### src/rtl/screen_blitter_if.sv
// Bus bundle for screen_blitter: region request/handshake, per-pixel logic hook,
// framebuffer read port and vga_adapter plot port.
interface screen_blitter_if #(
    parameter int WIDTH        = 8,
    parameter int COLOUR_WIDTH = 3
);
    logic                    screen_start;
    logic [WIDTH-1:0]        screen_x_min;
    logic [WIDTH-1:0]        screen_y_min;
    logic [WIDTH-1:0]        screen_x_range;
    logic [WIDTH-1:0]        screen_y_range;
    logic [COLOUR_WIDTH-1:0] new_screen_colour;
    logic [WIDTH-1:0]        screen_x;
    logic [WIDTH-1:0]        screen_y;
    logic [COLOUR_WIDTH-1:0] old_screen_colour;
    logic                    screen_done;
    logic                    busy;
    logic                    fb_rd_en;
    logic [WIDTH-1:0]        fb_rd_x;
    logic [WIDTH-1:0]        fb_rd_y;
    logic [COLOUR_WIDTH-1:0] fb_rd_data;
    logic                    plot;
    logic [WIDTH-1:0]        plot_x;
    logic [WIDTH-1:0]        plot_y;
    logic [COLOUR_WIDTH-1:0] plot_colour;

    modport master (
        input  screen_start, screen_x_min, screen_y_min, screen_x_range, screen_y_range,
        input  new_screen_colour, fb_rd_data,
        output screen_x, screen_y, old_screen_colour, screen_done, busy,
        output fb_rd_en, fb_rd_x, fb_rd_y, plot, plot_x, plot_y, plot_colour
    );

    modport slave (
        output screen_start, screen_x_min, screen_y_min, screen_x_range, screen_y_range,
        output new_screen_colour, fb_rd_data,
        input  screen_x, screen_y, old_screen_colour, screen_done, busy,
        input  fb_rd_en, fb_rd_x, fb_rd_y, plot, plot_x, plot_y, plot_colour
    );
endinterface

### src/rtl/screen_blitter.sv
// Raster-scans a rectangular region: reads each pixel, presents it to external logic,
// and plots the returned colour. Optional clipping via `SCREEN_BLITTER_CLIP_EN.
module screen_blitter #(
    parameter int WIDTH        = 8,
    parameter int COLOUR_WIDTH = 3,
    parameter int SCREEN_W     = 160,
    parameter int SCREEN_H     = 120,
    parameter int READ_LATENCY = 1
) (
    input  logic              clock,
    input  logic              resetn,
    screen_blitter_if.master  bus
);
    if (READ_LATENCY < 1 || READ_LATENCY > 4) begin : g_bad_latency
        $error("screen_blitter: READ_LATENCY must be 1..4");
    end
    if (SCREEN_W < 1 || SCREEN_H < 1) begin : g_bad_screen
        $error("screen_blitter: SCREEN_W/SCREEN_H must be positive");
    end

    typedef enum logic [1:0] {IDLE, RUN, DRAIN} state_t;
    state_t state, state_next;

    logic [WIDTH-1:0] x_min_q, y_min_q, x_rng_q, y_rng_q;
    logic [WIDTH-1:0] cx, cy;
    logic [WIDTH-1:0] rd_x, rd_y;
    logic             in_screen, rd_en, slot_last, issue_last;
    logic             start_ok, done_q;

    logic [READ_LATENCY-1:0]            pipe_v, pipe_last;
    logic [READ_LATENCY-1:0][WIDTH-1:0] pipe_x, pipe_y;
    logic                               pres;
    logic [WIDTH-1:0]                   hold_x, hold_y;
    logic [COLOUR_WIDTH-1:0]            hold_c;

    assign start_ok   = bus.screen_start && (state == IDLE) && !done_q;
    assign slot_last  = (cx == x_rng_q) && (cy == y_rng_q);
    assign issue_last = (state == RUN) && slot_last;

`ifdef SCREEN_BLITTER_CLIP_EN
    localparam logic [31:0] SCR_W = SCREEN_W;
    localparam logic [31:0] SCR_H = SCREEN_H;
    logic [WIDTH:0] sum_x, sum_y;
    assign sum_x     = {1'b0, x_min_q} + {1'b0, cx};
    assign sum_y     = {1'b0, y_min_q} + {1'b0, cy};
    assign rd_x      = sum_x[WIDTH-1:0];
    assign rd_y      = sum_y[WIDTH-1:0];
    assign in_screen = !sum_x[WIDTH] && !sum_y[WIDTH] &&
                       (32'(sum_x) < SCR_W) && (32'(sum_y) < SCR_H);
`else
    assign rd_x      = x_min_q + cx;
    assign rd_y      = y_min_q + cy;
    assign in_screen = 1'b1;
`endif

    assign rd_en = (state == RUN) && in_screen;

    always_ff @(posedge clock or negedge resetn) begin
        if (!resetn) state <= IDLE;
        else         state <= state_next;
    end

    always_comb begin
        state_next = state;
        case (state)
            IDLE:    if (start_ok) state_next = RUN;
            RUN:     if (slot_last) state_next = DRAIN;
            DRAIN:   if (pipe_last[READ_LATENCY-1]) state_next = IDLE;
            default: state_next = IDLE;
        endcase
    end

    always_ff @(posedge clock or negedge resetn) begin
        if (!resetn) begin
            x_min_q <= '0;
            y_min_q <= '0;
            x_rng_q <= '0;
            y_rng_q <= '0;
            cx      <= '0;
            cy      <= '0;
        end else if (start_ok) begin
            x_min_q <= bus.screen_x_min;
            y_min_q <= bus.screen_y_min;
            x_rng_q <= bus.screen_x_range;
            y_rng_q <= bus.screen_y_range;
            cx      <= '0;
            cy      <= '0;
        end else if (state == RUN && !slot_last) begin
            if (cx == x_rng_q) begin
                cx <= '0;
                cy <= cy + 1'b1;
            end else begin
                cx <= cx + 1'b1;
            end
        end
    end

    // Slot marker travels alongside read-valid so clipped slots still time the drain.
    always_ff @(posedge clock or negedge resetn) begin
        if (!resetn) begin
            pipe_v    <= '0;
            pipe_last <= '0;
            pipe_x    <= '0;
            pipe_y    <= '0;
            done_q    <= 1'b0;
        end else begin
            pipe_v    <= READ_LATENCY'({pipe_v, rd_en});
            pipe_last <= READ_LATENCY'({pipe_last, issue_last});
            pipe_x    <= (READ_LATENCY*WIDTH)'({pipe_x, rd_x});
            pipe_y    <= (READ_LATENCY*WIDTH)'({pipe_y, rd_y});
            done_q    <= (state == DRAIN) && pipe_last[READ_LATENCY-1];
        end
    end

    assign pres = pipe_v[READ_LATENCY-1];

    always_ff @(posedge clock or negedge resetn) begin
        if (!resetn) begin
            hold_x <= '0;
            hold_y <= '0;
            hold_c <= '0;
        end else if (pres) begin
            hold_x <= pipe_x[READ_LATENCY-1];
            hold_y <= pipe_y[READ_LATENCY-1];
            hold_c <= bus.fb_rd_data;
        end
    end

    assign bus.screen_x          = pres ? pipe_x[READ_LATENCY-1] : hold_x;
    assign bus.screen_y          = pres ? pipe_y[READ_LATENCY-1] : hold_y;
    assign bus.old_screen_colour = pres ? bus.fb_rd_data : hold_c;
    assign bus.plot              = pres;
    assign bus.plot_x            = pres ? pipe_x[READ_LATENCY-1] : hold_x;
    assign bus.plot_y            = pres ? pipe_y[READ_LATENCY-1] : hold_y;
    assign bus.plot_colour       = pres ? bus.new_screen_colour : '0;
    assign bus.screen_done       = done_q;
    assign bus.busy              = (state != IDLE);
    assign bus.fb_rd_en          = rd_en;
    assign bus.fb_rd_x           = rd_x;
    assign bus.fb_rd_y           = rd_y;
endmodule

### src/flat_wrapper.sv
// flat-port wrapper written by rule: the top's interface ports become plain ports
module screen_blitter_flat 
#(
    parameter int WIDTH        = 8,
    parameter int COLOUR_WIDTH = 3,
    parameter int SCREEN_W     = 160,
    parameter int SCREEN_H     = 120,
    parameter int READ_LATENCY = 1
)
  (clock, resetn, bus_screen_start, bus_screen_x_min, bus_screen_y_min, bus_screen_x_range, bus_screen_y_range, bus_new_screen_colour, bus_fb_rd_data, bus_screen_x, bus_screen_y, bus_old_screen_colour, bus_screen_done, bus_busy, bus_fb_rd_en, bus_fb_rd_x, bus_fb_rd_y, bus_plot, bus_plot_x, bus_plot_y, bus_plot_colour);
  screen_blitter_if #(.WIDTH(WIDTH), .COLOUR_WIDTH(COLOUR_WIDTH)) bus_i ();
  input  logic clock;
  input  logic resetn;
  input wire logic [$bits(bus_i.screen_start)-1:0] bus_screen_start;
  input wire logic [$bits(bus_i.screen_x_min)-1:0] bus_screen_x_min;
  input wire logic [$bits(bus_i.screen_y_min)-1:0] bus_screen_y_min;
  input wire logic [$bits(bus_i.screen_x_range)-1:0] bus_screen_x_range;
  input wire logic [$bits(bus_i.screen_y_range)-1:0] bus_screen_y_range;
  input wire logic [$bits(bus_i.new_screen_colour)-1:0] bus_new_screen_colour;
  input wire logic [$bits(bus_i.fb_rd_data)-1:0] bus_fb_rd_data;
  output wire logic [$bits(bus_i.screen_x)-1:0] bus_screen_x;
  output wire logic [$bits(bus_i.screen_y)-1:0] bus_screen_y;
  output wire logic [$bits(bus_i.old_screen_colour)-1:0] bus_old_screen_colour;
  output wire logic [$bits(bus_i.screen_done)-1:0] bus_screen_done;
  output wire logic [$bits(bus_i.busy)-1:0] bus_busy;
  output wire logic [$bits(bus_i.fb_rd_en)-1:0] bus_fb_rd_en;
  output wire logic [$bits(bus_i.fb_rd_x)-1:0] bus_fb_rd_x;
  output wire logic [$bits(bus_i.fb_rd_y)-1:0] bus_fb_rd_y;
  output wire logic [$bits(bus_i.plot)-1:0] bus_plot;
  output wire logic [$bits(bus_i.plot_x)-1:0] bus_plot_x;
  output wire logic [$bits(bus_i.plot_y)-1:0] bus_plot_y;
  output wire logic [$bits(bus_i.plot_colour)-1:0] bus_plot_colour;
  assign bus_i.screen_start = bus_screen_start;
  assign bus_i.screen_x_min = bus_screen_x_min;
  assign bus_i.screen_y_min = bus_screen_y_min;
  assign bus_i.screen_x_range = bus_screen_x_range;
  assign bus_i.screen_y_range = bus_screen_y_range;
  assign bus_i.new_screen_colour = bus_new_screen_colour;
  assign bus_i.fb_rd_data = bus_fb_rd_data;
  assign bus_screen_x = bus_i.screen_x;
  assign bus_screen_y = bus_i.screen_y;
  assign bus_old_screen_colour = bus_i.old_screen_colour;
  assign bus_screen_done = bus_i.screen_done;
  assign bus_busy = bus_i.busy;
  assign bus_fb_rd_en = bus_i.fb_rd_en;
  assign bus_fb_rd_x = bus_i.fb_rd_x;
  assign bus_fb_rd_y = bus_i.fb_rd_y;
  assign bus_plot = bus_i.plot;
  assign bus_plot_x = bus_i.plot_x;
  assign bus_plot_y = bus_i.plot_y;
  assign bus_plot_colour = bus_i.plot_colour;
  screen_blitter #(.WIDTH(WIDTH), .COLOUR_WIDTH(COLOUR_WIDTH), .SCREEN_W(SCREEN_W), .SCREEN_H(SCREEN_H), .READ_LATENCY(READ_LATENCY)) u_core (.clock(clock), .resetn(resetn), .bus(bus_i));
endmodule
### config.mk
export PLATFORM = sky130hd
export DESIGN_NAME = screen_blitter_flat
export DESIGN_NICKNAME = d
export VERILOG_FILES = /design/src/rtl/screen_blitter_if.sv /design/src/rtl/screen_blitter.sv /design/src/flat_wrapper.sv
export SDC_FILE = /design/constraint.sdc
export NUM_CORES = 1
export LEC_CHECK = 0
export ABC_AREA = 1
export CAP_MARGIN = 20
export CORE_MARGIN = 2
export CORE_UTILIZATION = 45
export CTS_CLUSTER_SIZE = 8
export DETAILED_ROUTE_END_ITERATION = 12
export PLACE_DENSITY_LB_ADDON = 0.1
export SLEW_MARGIN = 25
export SYNTH_ARGS = -nofsm -noshare
export SYNTH_HDL_FRONTEND = slang
export SYNTH_SLANG_ARGS = --single-unit
### constraint.sdc
create_clock -name clock -period 4.75 [get_ports clock]
set_input_delay 1.425 -clock clock [delete_from_list [all_inputs] [get_ports clock]]
set_output_delay 1.425 -clock clock [all_outputs]
set_load 0.01 [all_outputs]
Yosys cells after proc, flatten, opt, wreduce, memory -nomap -nowiden. Index checks and enable logic that the tools add are counted.

Register bits after elaboration: 88. Output and inout bits: 58.

Add/subtract/negate cells: 4. Equality and inequality tests: 7. Muxes and demuxes: 14. Reductions and logical operators: 14.

Operators by type and width (number): $mux 8 (8); $add 8x1->8 const B (2); $add 8x8->8 (2); $eq 8x8->1 (2); $logic_and 1x1->1 (6); $mux 2 (3); $mux 3 (2); $pmux 2 s3 (1); $reduce_bool 2->1 (3); $ne 2x1->1 const B (2); $reduce_and 3->1 (1); $eq 2x1->1 const B (1); $eq 2x2->1 const B (1); $logic_not 1->1 (2); $logic_not 2->1 (1); $ne 2x2->1 const B (1); $reduce_and 2->1 (1).

Depth between registers and ports, before layout. Gate-level depths: netlist of the first run.

Depth after elaboration: 6. Mapped depth: 12.

Least setup slack after synthesis of the first run. OpenSTA, ideal clock, no wires.

Kind: flip-flop to output port. Start: register u_core.cx[0]. End: output port bus_fb_rd_x[6]. Data arrival time: 1717 ps. Required time: 3325 ps. Setup slack: 1608 ps. Stages on the path, launching flop included: 9. Buffers on the path: 0. Path through: dfrtp_1 > ha_1 > inv_1 > fa_1 > o21ai_0 > a21oi_1 > nor2_1 > nor2_1 > xnor2_1.

Longest elaborated chain between the ends: 1.

RTL lines: start, declared (RTL line screen_blitter.sv:25) `logic [WIDTH-1:0] cx, cy;`; start signal, assigned (RTL line screen_blitter.sv:93) `cx <= cx + 1'b1;`; $add 8x8->8 (RTL line screen_blitter.sv:51) `assign rd_x = x_min_q + cx;`; end, declared (RTL line flat_wrapper.sv:27) `output wire logic [$bits(bus_i.fb_rd_x)-1:0] bus_fb_rd_x;`.

No other way between the ends.

Worst setup path in the final report of the first run. Same ends and word-level chain as after synthesis.

==> results.yml, run 1 <==
logic_synthesis:
  postSynthCellCount: 495
  ys_top_cells_by_area: "dfrtp_1 (51%), nand2_1 (14%), mux2_2 (4.9%)"
  yosysUniqueCellTypes: 28
  yosys_warnings: 0
  yosysSeqAreaShare: 0.507
  synth_common_cells: "nand2_1 (162), dfrtp_1 (88), inv_1 (53), nor2_1 (30), o21ai_0 (24)"
  synthFlopType: "dfrtp_1"
  yosys.area.top_type: "dfrtp_1"
  synth_most_common_cell: "nand2_1"
  netlist.area_leader.share: 0.507
  syn_nets: 554
  async_flop_share: 1.00
  ys_seq_elements: 88
  synth_area_sq_mm: 0.00435
  synth_edf_count: 0
  avgSynthCellArea_sq_um: 8.78
floorplanning:
  core-area_sq_mm: 0.00928
  fp.dieW_um: 102
  dieArea_sq_mm: 0.0105
  io_pins: 99
  floorplan.initialDensity: 0.468
  fp-row-count: 35
  die_h_um: 102
global_routing:
  grt_first_pass_wirelength_um: 14500
  gr-total-overflow: 0
  grt_usage: 0.180
  grt_pass1_vias: 3101
  grt_max_degree: 65
  antenna_found_initial: 0
sta:
  hold_violations: 0
  fmax_ghz: 0.239
  slew_viol_final: 0
  skew_ns: 0.0135
  min_period_ns: 4.19
  fin_setup_tns_ns: 0
  fin_crit_sh: 0.882
  rsz0062_at_grt: "no"
  slew_headroom: 0.424
  worstMarginPinSlew_ns: 0.864
  setup_viol: 0
drt:
  top_layer: "met4"
  first_pass_iters: 4
  drt_iter0_drc: 85
  met1_length_um: 4280
  met3_length_um: 410
  ant_nets: 0
  wl_met2_um: 3880
  vias: 3314
  wl_um: 8730
  viasPerCell: 4.63
  wl_per_cell_um: 12.2
  route.detailed.drc: 0
clock_tree:
  cts_max_path_buffers: 2
  postCtsHoldBufs: 0
  clkLatencyLatePin_ns: 0.37
  post_cts_buffers: 0
  cts_tree: "done"
  h-tree-depth: 3
  root_buffer: "clkbuf_8"
  numCtsBuffers: 9
  post_cts_resized: 0
  clk_pin_slew_ns: 0.09
  cts_sinks: 88
placement:
  dpl_cell_area_sq_mm: 0.00534
  dp_hpwl_um: 6550
  io_buffers: 98
  gp_congestion: 0.822
  dpl.cell_count: 699
setup_path:
  slowest_delay_ns: 0.58
  reg2reg_to: "u_core.pipe_x[6]$_DFF_PN0_"
  startpoint_type: "flip-flop"
  crit_chain: "ha_1 > inv_1 > fa_1 > o21ai_0 > a21oi_1 > nor2_1 > nor2_1 > xnor2_1 > clkdlybuf4s50_1"
  critPathArrivalTime_ns: 2.76
  crit_path_end_kind: "output port"
  cp.required_ns: 3.32
  reg2reg_slack_ns: 2.84
  crit_type: "reg -> out"
  critPathSlowestCell: "clkdlybuf4s50_1"
  r2r-start: "u_core.cx[0]$_DFFE_PN0P_"
  cp-endpoint: "bus_fb_rd_x[6]"
  path_common_cell: "nor2_1"
  startpoint: "u_core.cx[0]$_DFFE_PN0P_"
  cp_num_cells: 9
  cp_top_family: "buffers and inverters"
  reg2reg_depth: 8
  crit_fanout: 5
  cp_num_buf_inv: 2
pwr:
  power_frac_comb: 0.041
  power_switching_w: 0.000277
  power_switching_share: 0.202
  internal_power_w: 0.00109
  power_density_mw_per_mm2: 247
  p_leak_nw: 2.81
  ir_drop_v: 0.000103
  seqPwrFrac: 0.547
  clock_power_share: 0.412
cells_and_area:
  n_fill_cell: 834
  area_growth_syn_to_layout_pct: 27.9
  design_area_sq_mm: 0.00556
  fin_cells: 715
  diodes: 0
  register_area_sq_mm: 0.00220
  finalNetCount: 640
  multi_input_area_sq_mm: 0.00177
  layout-drive-gt1-share: 0.0785
run_status:
  run_status: "finished clean"
hold_path:
  hold_class: "reg -> reg"
flow_run:
  maxCapViolCount: 0
-- power groups by stage --
| stage | Clock, W | Sequential (W) | Combinational, W |
|---|---|---|---|
| after floorplan | 0 | 0.000765 | 0.00000433 |
| after global placement | 0 | 0.000765 | 0.0000574 |
| after detailed placement | 0 | 0.000765 | 0.0000580 |
| after CTS | 0.000581 | 0.000750 | 0.0000582 |
| after global routing | 0.000615 | 0.000750 | 0.0000632 |
| final | 0.000566 | 0.000750 | 0.0000565 |
-- flip-flops by register name (all words and copies together) (netlist names) --
name                    count
u_core.hold_x               8
u_core.x_rng_q              8
u_core.pipe_x               8
u_core.hold_y               8
u_core.pipe_last            1
u_core.bus.plot             1
u_core.y_rng_q              8
u_core.bus.screen_done      1
u_core.y_min_q              8
u_core.cy                   8
u_core.x_min_q              8
u_core.hold_c               3
u_core.state                2
u_core.pipe_y               8
u_core.cx                   8
-- worst register-to-register path, delay by kind of cell (launching register included) --
| kind | cells | cell delay, ns |
|---|---|---|
| compound gates | 2 | 0.40 |
| xor+xnor | 1 | 0.19 |
| fa+ha+maj | 2 | 0.60 |
| buf+inv | 1 | 0.06 |
| flops | 1 | 0.43 |
| simple gates | 2 | 0.16 |
-- metal layers --
layer	track usage	up-vias
met5	0	-
met4	0.0769	0
met3	0.0404	10
met2	0.284	80
met1	0.240	1515
li1	-	1709
-- area by class of cell --
class | instances | share of cell area
Timing Repair Buffer | 102 | 0.181
Multi-Input combinational cell | 325 | 0.318
Clock buffer | 13 | 0.0268
Sequential cell | 88 | 0.396
Tap cell | 129 | 0.0290
Inverter | 55 | 0.0371
Clock inverter | 3 | 0.0117
-- cells in the final DEF (no fill, tap or decap), types with 2 or more instances in the layout --
master / Yosys / layout
nand4_1: 2 / 2
fa_1: 2 / 2
clkbuf_1: 5 / 3
mux2_2: 19 / 19
clkbuf_8: 0 / 10
nor3b_1: 2 / 2
xnor2_1: 5 / 5
nor2_1: 30 / 30
inv_1: 53 / 53
inv_2: 2 / 2
ha_1: 16 / 16
nand3_1: 22 / 22
nand2_1: 162 / 162
xor2_1: 13 / 13
bufinv_16: 0 / 2
o21ai_0: 24 / 24
buf_4: 16 / 5
nand2_2: 3 / 3
nand2_4: 2 / 2
nor3_1: 7 / 7
dfrtp_1: 88 / 88
a21oi_1: 11 / 11
clkdlybuf4s50_1: 0 / 97
-- cells by family after synthesis --
kind of cell | synth area share
AOI/OAI and AO/OA | 0.0464
muxes | 0.0492
DFF | 0.507
buffers and inverters | 0.0870
adders and majority gates | 0.0553
xor gates and xnor gates | 0.0363
and+or+nand+nor | 0.219
-- per-stage QoR --
| step | setup WS (ns) | utilization | total power, W | hold slack [ns] |
|---|---|---|---|---|
| 3_3_place_gp | 0.767 | 0.576 | 0.000822 | 0.449 |
| 3_5_place_dp | 0.743 | 0.576 | 0.000823 | 0.458 |
| 5_1_grt | 0.306 | 0.599 | 0.00143 | 0.492 |
| 6_report | 0.561 | 0.599 | 0.00137 | 0.463 |
| 4_1_cts | 0.518 | 0.599 | 0.00139 | 0.468 |
| 2_1_floorplan | 1.61 | - | 0.000769 | 0.442 |
-- worst min path at each step --
stage                                from                          end  slack, ns  cells after the start
2_1_floorplan  u_core.pipe_last$_DFF_PN0_  u_core.state[1]$_DFFE_PN0P_       0.44                      1
3_3_place_gp   u_core.pipe_last$_DFF_PN0_  u_core.state[1]$_DFFE_PN0P_       0.45                      1
3_5_place_dp   u_core.pipe_last$_DFF_PN0_  u_core.state[1]$_DFFE_PN0P_       0.46                      1
4_1_cts        u_core.pipe_last$_DFF_PN0_  u_core.state[1]$_DFFE_PN0P_       0.47                      1
5_1_grt        u_core.pipe_last$_DFF_PN0_  u_core.state[1]$_DFFE_PN0P_       0.49                      1
6_report       u_core.pipe_last$_DFF_PN0_  u_core.state[1]$_DFFE_PN0P_       0.46                      1
Power figures use the tool's default switching activity.
==> inputs of run 2 (changes only) <==
Settings changed: ABC_AREA 1 to unset.
Clock period 4.75 ns to 4.61 ns, I/O delays scaled along.
==> run 2 against run 1 <==
  * Cell area is 2.3% lower
  * Clock power decreased by 3%
  * Critical path type unchanged
  * Synthesized cell count is 18% lower
  * Non-clock buffer count stayed put
  * Critical endpoint is now bus_fb_rd_y[6]
  * Flip-flop and latch count unchanged
  * Largest power group unchanged
  * Global-route usage is 0.36 points higher
  * Register-to-register slack worse by 0.45 ns
==> results.yml, run 2 <==
run_status:
  run_status: "finished clean"
global_routing:
  grt_max_degree: 65
  grt_first_pass_wirelength_um: 14600
  grt_pass1_vias: 2981
  gr-total-overflow: 0
  grt_usage: 0.183
  antenna_found_initial: 0
floorplanning:
  floorplan.initialDensity: 0.462
  die_h_um: 101
  dieArea_sq_mm: 0.0102
  io_pins: 99
  fp-row-count: 35
  fp.dieW_um: 101
  core-area_sq_mm: 0.00920
cells_and_area:
  finalNetCount: 552
  diodes: 0
  post-route-util: 0.590
  layout_common_cells: "nand2_1 (104), clkdlybuf4s50_1 (97), dfrtp_1 (88)"
  area_growth_syn_to_layout_pct: 27.8
  layout-drive-gt1-share: 0.106
  layout_commonest_cell: "nand2_1"
setup_path:
  crit_path_end_kind: "output port"
  reg2reg_slack_ns: 2.39
  r2r-start: "u_core.state[0]$_DFFE_PN0P_"
  startpoint: "u_core.cy[0]$_DFFE_PN0P_"
  cp-endpoint: "bus_fb_rd_y[6]"
  reg2reg_to: "u_core.cx[4]$_DFFE_PN0P_"
  cp.required_ns: 3.23
  critPathArrivalTime_ns: 2.90
  reg2reg_depth: 5
  crit_fanout: 5
  crit_type: "reg -> out"
  startpoint_type: "flip-flop"
flow_run:
  maxCapViolCount: 0
placement:
  io_buffers: 98
  gp_congestion: 0.814
  dp_hpwl_um: 6320
drt:
  vias: 3119
  first_pass_iters: 4
  wl_um: 8720
  wl_per_cell_um: 14.3
  viasPerCell: 5.12
  route.detailed.drc: 0
  drt_iter0_drc: 82
  ant_nets: 0
logic_synthesis:
  yosysUniqueCellTypes: 49
  netlist.area_leader.share: 0.518
  synth_most_common_cell: "nand2_1"
  ys_top_cells_by_area: "dfrtp_1 (52%), nand2_1 (9.2%), mux2_2 (5.0%)"
  yosys.area.top_type: "dfrtp_1"
  yosys_warnings: 0
  synth_edf_count: 0
  avgSynthCellArea_sq_um: 10.4
  synthFlopType: "dfrtp_1"
  synth_area_sq_mm: 0.00425
  yosysSeqAreaShare: 0.518
  syn_nets: 467
  postSynthCellCount: 408
  synth_common_cells: "nand2_1 (104), dfrtp_1 (88), xnor2_1 (23), mux2_2 (19), nor2_1 (17)"
  async_flop_share: 1.00
  ys_seq_elements: 88
clock_tree:
  postCtsHoldBufs: 0
  h-tree-depth: 3
  cts_max_path_buffers: 2
  cts_tree: "done"
  post_cts_buffers: 0
  clkLatencyLatePin_ns: 0.36
  root_buffer: "clkbuf_8"
  clk_pin_slew_ns: 0.09
  post_cts_resized: 0
  numCtsBuffers: 9
  cts_sinks: 88
sta:
  setup_viol: 0
  slew_viol_final: 0
  slew_headroom: 0.377
  hold_violations: 0
  fin_crit_sh: 0.930
  skew_ns: 0.00991
  fmax_ghz: 0.233
  worstMarginPinSlew_ns: 0.935
  fin_setup_tns_ns: 0
  min_period_ns: 4.29
  rsz0062_at_grt: "no"
hold_path:
  hold_depth: 1
  hold_class: "reg -> reg"
pwr:
  ir_drop_v: 0.000181
  p_leak_nw: 2.45
  power.total_w: 0.00261
  power_density_mw_per_mm2: 481
run 2: cell count changes after synthesis, moves of 6 or more:
cell     delta
inv_1      -41
nand2_1    -58
nand3_1    -14
nor2_1     -13
o21ai_0    -14
or4_1       +6
xnor2_1    +18
xor2_1      -9
run 2: worst min-delay path by stage:
stage / from / to / slack [ns]
floorplan: u_core.pipe_last$_DFF_PN0_ / u_core.state[1]$_DFFE_PN0P_ / 0.44
finish: u_core.pipe_last$_DFF_PN0_ / u_core.state[1]$_DFFE_PN0P_ / 0.48
detailed placement: u_core.pipe_last$_DFF_PN0_ / u_core.state[1]$_DFFE_PN0P_ / 0.46
global placement: u_core.pipe_last$_DFF_PN0_ / u_core.state[1]$_DFFE_PN0P_ / 0.45
CTS: u_core.pipe_last$_DFF_PN0_ / u_core.state[1]$_DFFE_PN0P_ / 0.47
global route: u_core.pipe_last$_DFF_PN0_ / u_core.state[1]$_DFFE_PN0P_ / 0.50
run 2: final cells by class:
| type | instances | area (sq um) |
|---|---|---|
| flip-flops and latches | 88 | 2200 |
| clock inverters | 6 | 67.6 |
| fillers | 817 | 3770 |
| well taps | 111 | 139 |
| inverters | 13 | 48.8 |
| multi-input cells | 279 | 1830 |
| clock buffers | 10 | 138 |
| repair buffers | 102 | 1010 |
run 2: cells by family after synthesis:
logic type,Yosys count,share of synthesized area
DFF,88,0.518
and+or+nand+nor,168,0.180
xor gates and xnor gates,30,0.0671
adders and majority gates,18,0.0565
muxes,20,0.0527
buffers and inverters,41,0.0530
AOI/OAI and AO/OA,43,0.0724
run 2: power by group:
group          switching [W]  internal (W)  total [W]
clock network       0.000283      0.000267   0.000550
registers           0.000128      0.000932    0.00106
logic               0.000436      0.000567    0.00100
total               0.000847       0.00177    0.00261
run 2: critical path, stage by stage, from the launching register on:
cell	delay, ns
dfrtp_1	0.46
ha_1	0.26
fa_1	0.40
a21o_1	0.19
a21oi_1	0.23
o21bai_1	0.10
a21oi_1	0.18
xnor2_1	0.16
clkdlybuf4s50_1	0.57
run 2: stage by stage:
| step | worst slack, ns | instances | hold WS (ns) | area [sq um] |
|---|---|---|---|---|
| 3_3_place_gp | 0.704 | 593 | 0.453 | 5230 |
| 6_report | 0.323 | 609 | 0.480 | 5430 |
| 4_1_cts | 0.292 | 609 | 0.474 | 5430 |
| 2_1_floorplan | 1.38 | 408 | 0.443 | 4250 |
| 3_5_place_dp | 0.693 | 593 | 0.462 | 5230 |
| 5_1_grt | 0.133 | 609 | 0.504 | 5430 |
run 2: metal layers:
| metal | track usage | vias up | wire length (um) |
|---|---|---|---|
| li1 | - | 1530 | - |
| met1 | 0.259 | 1478 | 4120 |
| met2 | 0.277 | 99 | 3950 |
| met3 | 0.0497 | 12 | 516 |
| met4 | 0.0593 | 0 | 127 |
| met5 | 0 | - | 0 |
